<file path="src/rtl/pcm_dac_master.sv">
// Clock master and left-justified serialiser for a stereo 24-bit DAC.
// scki/bck/lrck are registered outputs produced by enables on clk_40MHz; no derived clocks.
module pcm_dac_master #(
    parameter int BCK_HALF_DIV = 4,
    parameter int DATA_WIDTH   = 24,
    parameter int SLOT_BITS    = 32,
    parameter int FIFO_DEPTH   = 4
) (
    input  logic                        clk_40MHz,
    input  logic                        reset,
    input  logic [DATA_WIDTH-1:0]       in_left,
    input  logic [DATA_WIDTH-1:0]       in_right,
    input  logic                        in_valid,
    output logic                        in_ready,
    output logic                        scki,
    output logic                        bck,
    output logic                        lrck,
    output logic                        dout,
    output logic                        frame_start,
    output logic                        underrun,
    output logic [$clog2(FIFO_DEPTH):0] fifo_level
);
    localparam int AW    = $clog2(FIFO_DEPTH);
    localparam int LW    = AW + 1;
    localparam int DIV_W = (BCK_HALF_DIV > 1) ? $clog2(BCK_HALF_DIV) : 1;
    localparam int BIT_W = $clog2(SLOT_BITS);

    localparam logic [DIV_W-1:0] DIV_LAST = DIV_W'(BCK_HALF_DIV - 1);
    localparam logic [BIT_W-1:0] BIT_LAST = BIT_W'(SLOT_BITS - 1);

    logic [DATA_WIDTH-1:0] mem_l [FIFO_DEPTH];
    logic [DATA_WIDTH-1:0] mem_r [FIFO_DEPTH];

    logic [DIV_W-1:0]      div_q, div_d;
    logic [BIT_W-1:0]      bit_q, bit_d;
    logic                  scki_q, bck_q, bck_d, lrck_q, lrck_d, dout_q, dout_d;
    logic                  fs_q, ur_q;
    logic [DATA_WIDTH-1:0] shl_q, shl_d, shr_q, shr_d;
    logic [AW-1:0]         rd_ptr_q, rd_ptr_d, wr_ptr_q, wr_ptr_d;
    logic [LW-1:0]         level_q, level_d;

    logic                  bck_fall, slot_wrap, frame_load, fifo_empty, push, pop;
    logic [DATA_WIDTH-1:0] cur_word, cur_sh;

    assign in_ready    = (level_q < LW'(FIFO_DEPTH));
    assign scki        = scki_q;
    assign bck         = bck_q;
    assign lrck        = lrck_q;
    assign dout        = dout_q;
    assign frame_start = fs_q;
    assign underrun    = ur_q;
    assign fifo_level  = level_q;

    always_comb begin
        bck_fall   = bck_q && (div_q == DIV_LAST);
        slot_wrap  = bck_fall && (bit_q == BIT_LAST);
        frame_load = slot_wrap && lrck_q;
        fifo_empty = (level_q == '0);
        push       = in_valid && in_ready;
        pop        = frame_load && !fifo_empty;

        div_d  = (div_q == DIV_LAST) ? '0 : div_q + 1'b1;
        bck_d  = (div_q == DIV_LAST) ? ~bck_q : bck_q;
        bit_d  = bit_q;
        lrck_d = lrck_q;
        if (bck_fall) begin
            bit_d = slot_wrap ? '0 : bit_q + 1'b1;
        end
        if (slot_wrap) begin
            lrck_d = ~lrck_q;
        end

        // The shadow pair is loaded on the same edge that emits its MSB, so dout reads the _d side.
        shl_d = shl_q;
        shr_d = shr_q;
        if (frame_load) begin
            shl_d = pop ? mem_l[rd_ptr_q] : '0;
            shr_d = pop ? mem_r[rd_ptr_q] : '0;
        end
        cur_word = lrck_d ? shr_d : shl_d;
        cur_sh   = cur_word << bit_d;
        dout_d   = bck_fall ? cur_sh[DATA_WIDTH-1] : dout_q;

        rd_ptr_d = pop  ? rd_ptr_q + 1'b1 : rd_ptr_q;
        wr_ptr_d = push ? wr_ptr_q + 1'b1 : wr_ptr_q;
        case ({push, pop})
            2'b10:   level_d = level_q + 1'b1;
            2'b01:   level_d = level_q - 1'b1;
            default: level_d = level_q;
        endcase
    end

    always_ff @(posedge clk_40MHz or posedge reset) begin
        if (reset) begin
            div_q    <= '0;
            bit_q    <= BIT_LAST;
            scki_q   <= 1'b0;
            bck_q    <= 1'b0;
            lrck_q   <= 1'b1;
            dout_q   <= 1'b0;
            fs_q     <= 1'b0;
            ur_q     <= 1'b0;
            shl_q    <= '0;
            shr_q    <= '0;
            rd_ptr_q <= '0;
            wr_ptr_q <= '0;
            level_q  <= '0;
        end else begin
            div_q    <= div_d;
            bit_q    <= bit_d;
            scki_q   <= ~scki_q;
            bck_q    <= bck_d;
            lrck_q   <= lrck_d;
            dout_q   <= dout_d;
            fs_q     <= frame_load;
            ur_q     <= frame_load && fifo_empty;
            shl_q    <= shl_d;
            shr_q    <= shr_d;
            rd_ptr_q <= rd_ptr_d;
            wr_ptr_q <= wr_ptr_d;
            level_q  <= level_d;
        end
    end

    // Storage needs no reset: occupancy and pointers define what is valid.
    always_ff @(posedge clk_40MHz) begin
        if (push) begin
            mem_l[wr_ptr_q] <= in_left;
            mem_r[wr_ptr_q] <= in_right;
        end
    end

endmodule
</file>
<file path="config.mk">
export PLATFORM = sky130hd
export DESIGN_NAME = pcm_dac_master
export DESIGN_NICKNAME = d
export VERILOG_FILES = /design/src/rtl/pcm_dac_master.sv
export SDC_FILE = /design/constraint.sdc
export NUM_CORES = 1
export LEC_CHECK = 0
export ABC_AREA = 1
export CORE_MARGIN = 5
export CORE_UTILIZATION = 50
export DETAILED_ROUTE_END_ITERATION = 7
export DONT_BUFFER_PORTS = 1
export PLACE_DENSITY_LB_ADDON = 0.15
export SYNTH_ARGS = -nofsm -noshare
export SYNTH_HDL_FRONTEND = slang
export SYNTH_SLANG_ARGS = --single-unit
</file>
<file path="constraint.sdc">
create_clock -name clk_40MHz -period 7.6 [get_ports clk_40MHz]
set_input_delay 1.52 -clock clk_40MHz [delete_from_list [all_inputs] [get_ports clk_40MHz]]
set_output_delay 1.52 -clock clk_40MHz [all_outputs]
set_load 0.005 [all_outputs]
</file>
; Word level (Yosys, flattened, before mapping)
; Memories as Yosys holds them, arrays and structs flattened.
; Cells that the tools add are included.
[word_totals]
elab_cells = 51
ff_bits = 68
ram_bits = 192
in_bits = 51
output_inout_bits = 10
memories = 2
[mem_list]
columns = memory, words, word_bits, read_ports, rd_clocked_by_memory_dff, wr, line
row1 = mem_l, 4, 24, 1, 0, 1, 31  ; logic [DATA_WIDTH-1:0] mem_l [FIFO_DEPTH];
row2 = mem_r, 4, 24, 1, 0, 1, 32  ; logic [DATA_WIDTH-1:0] mem_r [FIFO_DEPTH];
[classes]
magnitude_cmp = 1
bitwise = 3
n_reduce_logical = 9
addsub = 6
n_shift = 1
n_eq_ne = 4
muxes = 12
[ops]
columns = cell, n
row1 = 24-bit 2-to-1 mux, 5
row2 = 24-bit by 5-bit << shifter with 24-bit output, 1
row3 = 5-bit 2-to-1 mux, 2
row4 = "2-bit by 1-bit adder with 2-bit output, second input constant", 3
row5 = 1-bit logical AND, 6
row6 = 3-bit case mux with 2 select lines, 1
row7 = "5-bit by 1-bit adder with 5-bit output, second input constant", 1
row8 = "5-bit == test, second input constant", 1
row9 = "2-bit == test, second input constant", 2
row10 = "3-bit by 1-bit adder with 3-bit output, second input constant", 1
row11 = 3-bit zero test, 1
row12 = "3-bit less-than comparator, second input constant", 1
row13 = 1-bit 2-to-1 mux, 3
row14 = 1-bit NOT, 3
row15 = "3-bit by 1-bit subtractor with 3-bit output, second input constant", 1
row16 = "2-bit by 1-bit == test with 1-bit output, second input constant", 1
row17 = 2-bit 2-to-1 mux, 1
row18 = 2-bit nonzero test, 1
row19 = 1-bit zero test, 1

; Depth between registers and ports, before layout
; Gate-level depths: netlist of the first run.
[depth]
ltp_word = 9
depth_mapped = 20
ltp_nobuf = 19

; Worst setup path after synthesis of the first run
; OpenSTA, ideal clock, no wires.
[synth_timing]
kind = input-to-reg
from = input in_valid
to = memory mem_l[0][0] (enable)
required_ns = 7.146
setup_time_ns = 0.454
cell_stages = 2
path_slack_ns = 3.425
path_buffers = 0
arrival_time_ns = 3.721
cell_sequence = nand2_1 nor2_1
[synth_between]
elab_chain_len = 3
[synth_rtl]
columns = item, line
row1 = "start, declared", 13  ; input logic in_valid,
row2 = 1-bit logical AND, 59  ; push = in_valid && in_ready;
row3 = 1-bit 2-to-1 mux, 127  ; if (push) begin
row4 = 1-bit 2-to-1 mux (implied by the code), 128  ; mem_l[wr_ptr_q] <= in_left;
row5 = "end, declared", 31
; No other way between the ends.

; Worst setup path after layout of the first run
[layout_timing]
from = register bit_q[0]
to = register dout_q (netlist: dout)
[layout_between]
elab_chain_len = 8
word_cells_on_any_way = 14
cone_classes = add/sub: 1 / eq/ne: 1 / shift: 1 / mux: 8 / reduce/logical: 3
[layout_rtl]
columns = item, line
row1 = "start, declared", 35  ; logic [BIT_W-1:0] bit_q, bit_d;
row2 = "start signal, assigned", 110  ; bit_q <= bit_d;
row3 = 5-bit == test *, 56  ; slot_wrap = bck_fall && (bit_q == BIT_LAST);
row4 = 1-bit logical AND *, 56
row5 = 1-bit logical AND *, 57  ; frame_load = slot_wrap && lrck_q;
row6 = named net frame_load, 42  ; logic bck_fall, slot_wrap, frame_load, fifo_empty, push, pop;
row7 = 1-bit logical AND, 60  ; pop = frame_load && !fifo_empty;
row8 = 24-bit 2-to-1 mux (on tied branches), "77, 78"
row9 = 24-bit 2-to-1 mux, 76  ; if (frame_load) begin
row10 = 24-bit 2-to-1 mux *, 80  ; cur_word = lrck_d ? shr_d : shl_d;
row11 = 24-bit by 5-bit << shifter with 24-bit output *, 81  ; cur_sh = cur_word << bit_d;
row12 = "end signal, assigned", 114  ; dout_q <= dout_d;
row13 = "end, declared", 36  ; logic scki_q, bck_q, bck_d, lrck_q, lrck_d, dout_q, dout_d;
; The timed path passes the listed nets; every way through them passes the cells marked *.
; A chain may end at the register's enable or synchronous reset.

==> results of run 1 <==
-- cell usage after synthesis --
master | number | area, um2
nor4_1 | 1 | 6.26
ha_1 | 9 | 113
a21oi_1 | 4 | 20.0
xnor2_1 | 1 | 8.76
or2_1 | 1 | 6.26
nand3_1 | 224 | 1120
o21ai_0 | 16 | 80.1
a31oi_1 | 1 | 6.26
edfxtp_1 | 192 | 5770
inv_2 | 4 | 15.0
fa_1 | 1 | 20.0
nand2_2 | 1 | 6.26
buf_4 | 8 | 60.1
buf_1 | 2 | 7.51
dfrtp_1 | 62 | 1550
o21ai_2 | 2 | 17.5
xor2_1 | 4 | 35.0
buf_2 | 24 | 120
clkbuf_1 | 13 | 48.8
nand2_1 | 283 | 1060
dfstp_2 | 6 | 158
o211ai_1 | 11 | 82.6
a21oi_4 | 1 | 16.3
nor2_1 | 16 | 60.1
inv_1 | 33 | 124
buf_6 | 2 | 22.5
-- metal layers --
layer	global-route usage, %	up-vias
met1	26.5	3130
li1	-	3167
met3	4.87	37
met2	29.3	147
met5	0	-
met4	5.34	0
-- cells by family (layout without fill, tap and decap cells) --
| kind of cell | Yosys count | after routing |
|---|---|---|
| AOI/OAI and AO/OA | 35 | 35 |
| and+or+nand+nor | 526 | 526 |
| buffers and inverters | 86 | 95 |
| adders and majority gates | 10 | 10 |
| xor gates and xnor gates | 5 | 5 |
| DFF | 260 | 260 |
-- cell type report --
cell class / count / area, um2
fill: 1762 / 9250
sequential: 260 / 7480
multi-input combinational: 576 / 2690
clock buffer: 33 / 708
tap: 275 / 344
clock inverter: 16 / 209
inverter: 37 / 139
timing repair buffer: 9 / 67.6
-- state kept, by name (all words and copies together), names as in the netlist, 3 cells and up --
signal      count
shl_q          24
shr_q          24
bit_q           5
mem_l          96
mem_r          96
fifo_level      3
-- metrics by stage --
step                instances  setup slack [ns]  instance area (um2)  hold WS, ns
CTS                      1206              2.80                11600        0.438
global placement         1157              2.94                10700        0.419
floorplan                 922              3.42                10500        0.403
finish                   1206              2.89                11600        0.436
detailed placement       1157              2.83                10700        0.422
global route             1206              2.33                11600        0.443
-- where the power goes --
part | switching (uW) | internal, uW | leakage, uW
clock network | 517 | 831 | 0.000448
logic | 7.03 | 0.396 | 0.00146
registers | 0 | 1530 | 0.00263
-- path summary, 6_finish.rpt --
kind                       slack (ns)  cells after the start                 endpoint
min                              0.44                      1       div_q[0]$_DFF_PP0_
min in group asynchronous        1.13                      2       underrun$_DFF_PP0_
min reg2reg                      0.44                      1       div_q[0]$_DFF_PP0_
max reg2reg                      2.89                     20         dout$_DFFE_PP0N_
max in group asynchronous        5.83                      2  rd_ptr_q[0]$_DFFE_PP0P_
max                              2.89                     20         dout$_DFFE_PP0N_
==> results.sh, run 1 <==
export IMPL_antenna_diode_count=0
export IMPL_setup_violations=0
export IMPL_synth_top_family_by_area="simple AND/OR/NAND/NOR gates"
export IMPL_die_w_um=155
export IMPL_ys_ff_latch=260
export IMPL_via_count=6481
export IMPL_syn_inst=922
export IMPL_gp_congestion=0.794
export IMPL_clkSinkCount=260
export IMPL_fin_nets=972
export IMPL_area_delta_synth_final_pct=10.5
export IMPL_required_ns=8.04
export IMPL_die_y_um=155
export IMPL_layout_drive_gt1_share_pct=7.63
export IMPL_slew_viol_final=0
export IMPL_slowest_delay_ns=0.76
export IMPL_finalHoldViolCount=0
export IMPL_period_share_pct=62.0
export IMPL_ys_types=26
export IMPL_cts_hold_buffers=0
export IMPL_first_pass_iters=7
export IMPL_critical_path_top_delay_family="simple AND/OR/NAND/NOR gates"
export IMPL_worstMarginPinSlew_ns=1.02
export IMPL_cp_common_cell="nand3_1"
export IMPL_core_area_um2=20900
export IMPL_cp_end_kind="flip-flop"
export IMPL_maxCapViolations=0
export IMPL_path_buf_inv=4
export IMPL_vdd_drop_max_uv=199
export IMPL_wl_met2_um=10100
export IMPL_syn_area_per_cell_um2=11.4
export IMPL_initial_core_util_pct=50.4
export IMPL_drc=0
export IMPL_clockBufferDepth=3
export IMPL_grt_pass1_vias=6535
export IMPL_critPathLaunchType="flip-flop"
export IMPL_leakage_uw=0.00454
export IMPL_r2r_start="bit_q[0]$_DFF_PP1_"
export IMPL_ant_nets=0
export IMPL_cts_tree="yes"
export IMPL_yosysSeqAreaShare_pct=71.0
export IMPL_antenna_found_initial=0
export IMPL_period_minus_slack_ns=4.71
export IMPL_cts_resized=0
export IMPL_clock_latency_ns=0.52
export IMPL_postCtsSetupRepairBufs=0
export IMPL_synth_xor_area_share_pct=0.416
export IMPL_cp_arrival_ns=5.16
export IMPL_synthAdderAreaFrac_pct=1.26
export IMPL_grt_max_degree=86
export IMPL_synth_simple_area_share_pct=21.5
export IMPL_rsz0062_at_grt="false"
export IMPL_maxSlewHeadroom_pct=31.7
export IMPL_tns_ns=0
export IMPL_drtIter0Drc=455
export IMPL_min_delay_path_class="flip-flop to flip-flop"
export IMPL_synthMuxAreaShare_pct=0
export IMPL_syn_num_nets=983
export IMPL_rows=53
export IMPL_synth_compound_area_share_pct=2.11
export IMPL_crit_path_top_delay_cell="a21oi_4"
export IMPL_worstSetupPathType="flip-flop to flip-flop"
export IMPL_power_uw=2880
export IMPL_fmax_mhz=212
export IMPL_outcome="finished clean"
export IMPL_wl_per_cell_um=18.2
export IMPL_pin_count=61
export IMPL_numCtsBuffers=27
export IMPL_final_common_cell="nand2_1"
export IMPL_powerDensity_nw_per_um2=248
export IMPL_overflow=0
export IMPL_crit_path_start="bit_q[0]$_DFF_PP1_"
export IMPL_clock_skew_ns=0.0105
export IMPL_worst_hold_startpoint="div_q[0]$_DFF_PP0_"
export IMPL_dr_max_layer_used="met4"
export IMPL_final_cell_mix="nand2_1, nand3_1, edfxtp_1"
export IMPL_cts_root_buf="clkbuf_16"
export IMPL_track_usage_pct=18.8
export IMPL_clkTransAtPathRegs_ns=0.06
export IMPL_wl_met3_um=1450
export IMPL_vias_per_cell=5.37
export IMPL_grt_pass1_wl_um=36100
export IMPL_syn_cell_area_um2=10500
export IMPL_cp_cell_sequence="ha_1 -> inv_1 -> nor2_1 -> ha_1 -> inv_1 -> nor2_1 -> ha_1 -> inv_2 -> a21oi_4 -> buf_4 -> nand3_1 -> nand3_1 -> nand3_1 -> nand3_1 -> nand3_1 -> nand2_1 -> nand2_1 -> nand2_1 -> nand2_1 -> a21oi_1"
export IMPL_die_area_um2=24100
export IMPL_io_buffer_count=0
export IMPL_path_max_fanout=39
export IMPL_yosysWarningCount=0
export IMPL_wl_um=21900
export IMPL_place_hpwl_um=12900
export IMPL_postLayoutCoreUtil_pct=55.7
export IMPL_h_tree_depth=1
export IMPL_wl_met1_um=9890
No activity file was read; power rests on OpenSTA's default activity.
==> inputs of run 2 (changes only) <==
==> constraint.sdc (replaced) <==
create_clock -name clk_40MHz -period 4.7 [get_ports clk_40MHz]
set_input_delay 0.94 -clock clk_40MHz [delete_from_list [all_inputs] [get_ports clk_40MHz]]
set_output_delay 0.94 -clock clk_40MHz [all_outputs]
set_load 0.005 [all_outputs]
==> results.sh, run 2 (synthesis gave the netlist of run 1 again) <==
export IMPL_outcome="finished clean"
export IMPL_postLayoutCoreUtil_pct=56.1
export IMPL_gp_congestion=0.827
export IMPL_rows=53
export IMPL_die_y_um=155
export IMPL_layout_drive_gt1_share_pct=8.12
export IMPL_cts_hold_buffers=0
export IMPL_pwr_share_clk_pct=47.8
export IMPL_maxSlewHeadroom_pct=25.8
export IMPL_die_w_um=155
export IMPL_antenna_found_initial=0
export IMPL_p_sw_uw=878
export IMPL_cts_root_buf="clkbuf_16"
export IMPL_initial_core_util_pct=50.4
export IMPL_final_common_cell="nand2_1"
export IMPL_pin_count=61
export IMPL_drtIter0Drc=438
export IMPL_area_delta_synth_final_pct=11.3
export IMPL_clock_latency_ns=0.53
export IMPL_finalHoldViolCount=0
export IMPL_io_buffer_count=0
export IMPL_final_cell_mix="nand2_1, nand3_1, edfxtp_1"
export IMPL_wl_um=22400
export IMPL_required_ns=5.16
export IMPL_critPathLaunchType="flip-flop"
export IMPL_tns_ns=0
export IMPL_slowest_delay_ns=0.54
export IMPL_maxCapViolations=0
export IMPL_r2r_cells=21
export IMPL_grt_max_degree=99
export IMPL_clkSinkCount=260
export IMPL_period_minus_slack_ns=3.63
export IMPL_worstMarginPinSlew_ns=1.11
export IMPL_postCtsSetupRepairBufs=0
export IMPL_pwr_share_seq_pct=51.9
export IMPL_wl_per_cell_um=18.5
export IMPL_cp_end_kind="flip-flop"
export IMPL_vdd_drop_max_uv=318
export IMPL_powerDensity_nw_per_um2=406
export IMPL_pwr_share_comb_pct=0.2
export IMPL_clockBufferDepth=3
export IMPL_fmax_mhz=275
export IMPL_dp_cells=1161
export IMPL_place_hpwl_um=12700
export IMPL_crit_path_top_delay_cell="dfstp_2"
export IMPL_antenna_diode_count=0
export IMPL_track_usage_pct=18.9
export IMPL_grt_use_met1_pct=27.8
export IMPL_cp_common_cell="nand3_1"
export IMPL_min_delay_path_class="input pin to asynchronous set/reset pin"
export IMPL_overflow=0
export IMPL_cp_depth=21
export IMPL_h_tree_depth=1
export IMPL_first_pass_iters=4
export IMPL_setup_violations=0
export IMPL_r2r_start="bit_q[0]$_DFF_PP1_"
export IMPL_path_max_fanout=39
export IMPL_swShare_pct=18.5
export IMPL_clock_skew_ns=0.00870
export IMPL_cts_tree="yes"
export IMPL_grt_pass1_wl_um=36100
export IMPL_fin_nets=976
export IMPL_critical_path_top_delay_family="simple AND/OR/NAND/NOR gates"
export IMPL_cts_resized=0
export IMPL_period_share_pct=77.3
export IMPL_core_area_um2=20900
export IMPL_grt_pass1_vias=6377
export IMPL_rsz0062_at_grt="false"
export IMPL_path_buf_inv=5
export IMPL_clkTransAtPathRegs_ns=0.06
export IMPL_numCtsBuffers=27
export IMPL_die_area_um2=24100
export IMPL_p_int_uw=3880
export IMPL_cp_arrival_ns=4.09
export IMPL_grt_busiest_layer="met2"
export IMPL_drc=0
export IMPL_vias_per_cell=5.34
export IMPL_ant_nets=0
export IMPL_reg_largest_list="mem_l x96, mem_r x96"
export IMPL_worstSetupPathType="flip-flop to flip-flop"
export IMPL_slew_viol_final=0
export IMPL_cp_cell_sequence="ha_1 -> inv_1 -> nor2_1 -> ha_1 -> inv_1 -> nor2_1 -> ha_1 -> buf_4 -> inv_2 -> a21oi_4 -> buf_4 -> nand3_1 -> nand3_1 -> nand3_1 -> nand3_1 -> nand3_1 -> nand2_1 -> nand2_1 -> nand2_1 -> nand2_1 -> a21oi_1"
export IMPL_crit_path_start="bit_q[0]$_DFF_PP1_"
export IMPL_met2_usage_pct=29.2
export IMPL_via_count=6467
export IMPL_leakage_uw=0.00458
export IMPL_instances_no_fill=1211
export IMPL_use_met3_pct=4.37
run 2: cell count changes in the layout (fill, tap and decap cells not counted), sizes merged:
cell and change:
clkbuf -1, bufinv +1, inv +1, buf +4
run 2: final timing paths:
| path | endpoint | slack [ns] |
|---|---|---|
| min | wr_ptr_q[1]$_DFFE_PP0P_ | 0.36 |
| max in group asynchronous | bit_q[1]$_DFF_PP1_ | 3.37 |
| max | dout$_DFFE_PP0N_ | 1.07 |
| min in group clk_40MHz | div_q[0]$_DFF_PP0_ | 0.43 |
| max reg2reg | dout$_DFFE_PP0N_ | 1.07 |
| min reg2reg | div_q[0]$_DFF_PP0_ | 0.43 |
run 2: layout make-up:
class	count	area, um2
Clock inverter	18	260
Fill cell	1753	9160
Multi-Input combinational cell	576	2690
Inverter	37	139
Clock buffer	32	704
Sequential cell	260	7480
Timing Repair Buffer	13	110
Tap cell	275	344
run 2: power by group through the flow:
stage / Combinational (uW) / Sequential (uW) / Clock, uW
detailed placement: 12.9 / 2520 / 0
global placement: 12.8 / 2520 / 0
floorplan: 8.48 / 2520 / 0
CTS: 12.9 / 2470 / 2320
global route: 14.6 / 2470 / 2420
finish: 11.8 / 2470 / 2270
run 2: worst reg2reg max path, stage by stage, from the launching register on:
cell,delay (ns)
dfstp_2,0.54
ha_1,0.16
inv_1,0.05
nor2_1,0.10
ha_1,0.14
inv_1,0.06
nor2_1,0.14
ha_1,0.16
buf_4,0.24
inv_2,0.34
a21oi_4,0.33
buf_4,0.34
nand3_1,0.20
nand3_1,0.13
nand3_1,0.09
nand3_1,0.11
nand3_1,0.08
nand2_1,0.07
nand2_1,0.05
nand2_1,0.06
nand2_1,0.04
a21oi_1,0.11
run 2: routing by layer:
layer,share of wire [%],up-vias
met3,6.2,37
met4,1.9,0
li1,-,3181
met2,46,134
met5,0,-
met1,46,3115
run 2: per-stage QoR:
stage	total power, uW	worst slack (ns)	hold WS [ns]	area [um2]
after CTS	4800	1.03	0.373	11700
after floorplan	2520	1.10	0.403	10500
after detailed placement	2530	1.05	0.419	10800
final	4750	1.07	0.361	11700
after global placement	2530	1.10	0.417	10800
after global routing	4900	0.608	0.410	11700
==> inputs of run 3 (changes only) <==
--- a/config.mk
+++ b/config.mk
@@ -5,7 +5,7 @@
 export SDC_FILE = /design/constraint.sdc
 export NUM_CORES = 1
 export LEC_CHECK = 0
-export ABC_AREA = 1
+export ABC_AREA = 0
 export CORE_MARGIN = 5
 export CORE_UTILIZATION = 50
 export DETAILED_ROUTE_END_ITERATION = 7
==> constraint.sdc (replaced) <==
create_clock -name clk_40MHz -period 3.68 [get_ports clk_40MHz]
set_input_delay 0.736 -clock clk_40MHz [delete_from_list [all_inputs] [get_ports clk_40MHz]]
set_output_delay 0.736 -clock clk_40MHz [all_outputs]
set_load 0.005 [all_outputs]
==> results.sh, run 3 <==
export IMPL_outcome="finished clean"
export IMPL_clockBufferDepth=3
export IMPL_swShare_pct=21.6
export IMPL_synth_area_top_cells="edfxtp_1, dfrtp_1, mux4_2"
export IMPL_cp_common_cell="ha_1"
export IMPL_fmax_mhz=287
export IMPL_worstMarginPinSlew_ns=0.913
export IMPL_grt_pass1_vias=5278
export IMPL_via_count=4975
export IMPL_powerDensity_nw_per_um2=579
export IMPL_slew_viol_final=0
export IMPL_period_minus_slack_ns=3.48
export IMPL_crit_path_top_delay_cell="a311oi_1"
export IMPL_drtIter0Drc=328
export IMPL_setup_violations=0
export IMPL_first_pass_iters=5
export IMPL_layout_drive_gt1_share_pct=20.8
export IMPL_pin_count=61
export IMPL_tns_ns=0
export IMPL_syn_num_nets=606
export IMPL_ys_top_cells_by_count="edfxtp_1, dfrtp_1, mux4_2"
export IMPL_grt_max_degree=49
export IMPL_io_buffer_count=0
export IMPL_path_max_fanout=23
export IMPL_async_flop_share_pct=26.2
export IMPL_fin_nets=622
export IMPL_cts_root_buf="clkbuf_16"
export IMPL_wl_met1_um=8280
export IMPL_track_usage_pct=16.7
export IMPL_die_area_um2=23200
export IMPL_cts_tree="yes"
export IMPL_power_uw=6550
export IMPL_finalHoldViolCount=0
export IMPL_rsz0062_at_grt="false"
export IMPL_vdd_drop_max_uv=412
export IMPL_antenna_diode_count=0
export IMPL_rows=52
export IMPL_yosysSeqAreaShare_pct=73.7
export IMPL_dr_max_layer_used="met4"
export IMPL_critPathLaunchType="flip-flop"
export IMPL_p_int_uw=5140
export IMPL_p_sw_uw=1410
export IMPL_period_share_pct=94.5
export IMPL_maxSlewHeadroom_pct=39.1
export IMPL_wl_met3_um=1230
export IMPL_pwr_share_comb_pct=6.9
export IMPL_clock_latency_ns=0.52
export IMPL_core_area_um2=20100
export IMPL_syn_cell_area_um2=10100
export IMPL_pwr_share_seq_pct=54.9
export IMPL_ant_nets=0
export IMPL_wl_per_cell_um=22.5
export IMPL_ys_types=55
export IMPL_die_y_um=152
export IMPL_maxCapViolations=0
export IMPL_ys_ff_latch=260
export IMPL_area_delta_synth_final_pct=11.6
export IMPL_cp_cell_sequence="ha_1 -> and3_1 -> ha_1 -> nor4bb_1 -> a21oi_1 -> buf_4 -> inv_1 -> mux2_2 -> a311oi_1 -> nand4_1 -> o21ai_0 -> o211ai_1"
export IMPL_slowest_delay_ns=0.43
export IMPL_synth_edf_count=192
export IMPL_clock_skew_ns=0.0125
export IMPL_synth_ff_type="edfxtp_1"
export IMPL_wl_um=19200
export IMPL_yosysWarningCount=0
export IMPL_cp_end_kind="flip-flop"
export IMPL_place_hpwl_um=11800
export IMPL_yosysMostFrequentCell="edfxtp_1"
export IMPL_path_buf_inv=2
export IMPL_clkTransAtPathRegs_ns=0.06
export IMPL_syn_area_per_cell_um2=18.6
export IMPL_initial_core_util_pct=50.4
export IMPL_gp_congestion=0.876
export IMPL_overflow=0
export IMPL_h_tree_depth=1
export IMPL_critical_path_top_delay_family="compound AO/OA/AOI/OAI gates"
export IMPL_grt_pass1_wl_um=30700
export IMPL_pwr_share_clk_pct=38.2
export IMPL_syn_inst=545
export IMPL_numCtsBuffers=26
export IMPL_drc=0
export IMPL_die_w_um=152
export IMPL_worstSetupPathType="flip-flop to flip-flop"
export IMPL_synth_area_leader_cell="edfxtp_1"
export IMPL_cp_arrival_ns=3.87
export IMPL_clkSinkCount=260
export IMPL_vias_per_cell=5.85
export IMPL_antenna_found_initial=0
export IMPL_min_delay_path_class="input pin to asynchronous set/reset pin"
export IMPL_wl_met2_um=9200
export IMPL_final_cell_mix="edfxtp_1, dfrtp_1, mux4_2"
export IMPL_reg_largest_list="mem_l x96, mem_r x96"
export IMPL_required_ns=4.07
export IMPL_final_common_cell="edfxtp_1"
export IMPL_leakage_uw=0.00408
export IMPL_netlist_area_leader_share_pct=56.9
run 3: cell count changes after synthesis, moves of 10 or more:
cell and delta:
inv_1 -15, mux4_2 +46, nand3_1 -222, buf_2 -10, a22o_1 +40, nand2_1 -268
run 3: metal layers:
metal	GRT usage (%)	vias to the layer above
met5	0	-
met4	4.32	0
met3	4.86	35
met2	26.7	131
met1	22.8	2592
li1	-	2217
run 3: cell type report:
class,instances,area [um2]
fillers,1526,8790
clock inverters,4,43.8
inverters,19,75.1
clock buffers,44,769
flip-flops and latches,260,7480
well taps,270,338
repair buffers,18,173
multi-input cells,235,2430
repair inverters,1,5.00
run 3: path summary, 6_finish.rpt:
kind                                          from                   endpoint  slack, ns  depth (start not counted)
worst min-delay path                         reset  fifo_level[2]$_DFFE_PP0P_       0.21                          1
max in group asynchronous                    reset        shr_q[17]$_DFF_PP0_       2.68                          2
worst min register to register  div_q[0]$_DFF_PP0_         div_q[0]$_DFF_PP0_       0.43                          1
worst max register to register  bit_q[0]$_DFF_PP1_           dout$_DFFE_PP0N_       0.20                         12
min in group clk_40MHz                 in_left[20]     mem_l[0][20]$_DFFE_PP_       0.31                          0
worst max-delay path            bit_q[0]$_DFF_PP1_           dout$_DFFE_PP0N_       0.20                         12
run 3: per-stage QoR:
stage	cell area [um2]	cells	setup slack, ns	hold WS, ns	utilization, %
2_1_floorplan	10100	545	0.242	0.403	-
3_3_place_gp	10500	801	0.362	0.416	52.1
3_5_place_dp	10500	801	0.245	0.422	52.1
4_1_cts	11300	849	0.229	0.220	56.2
5_1_grt	11300	851	0.0298	0.264	56.3
6_report	11300	851	0.201	0.215	56.3
run 3: timing repair:
item / in CTS / in global routing
gates resized for setup: 0 / 2
endpoints found under the hold margin: 0 / 0
setup buffers: 0 / 1
hold buffers: 0 / 0
endpoints found under the setup margin: 0 / 1
run 3: cell families (layout without fill, tap and decap cells):
kind of cell | after synthesis | count (layout) | share of synthesized area (%)
flip-flops | 260 | 260 | 73.7
multiplexers | 50 | 50 | 10.7
AO/OA/AOI/OAI | 93 | 93 | 7.38
AND/OR/NAND/NOR | 75 | 75 | 3.91
XOR/XNOR | 7 | 7 | 0.605
adder cells (fa/ha/maj) | 10 | 10 | 1.31
buffers and inverters | 50 | 86 | 2.39
run 3: power groups by stage:
stage                     sequential [uW]  combinational (uW)  clock [uW]
after floorplan                      3640                 292           0
after global placement               3640                 459           0
after detailed placement             3660                 468           0
after CTS                            3600                 474        2580
after global routing                 3620                 506        2710
final                                3600                 451        2510
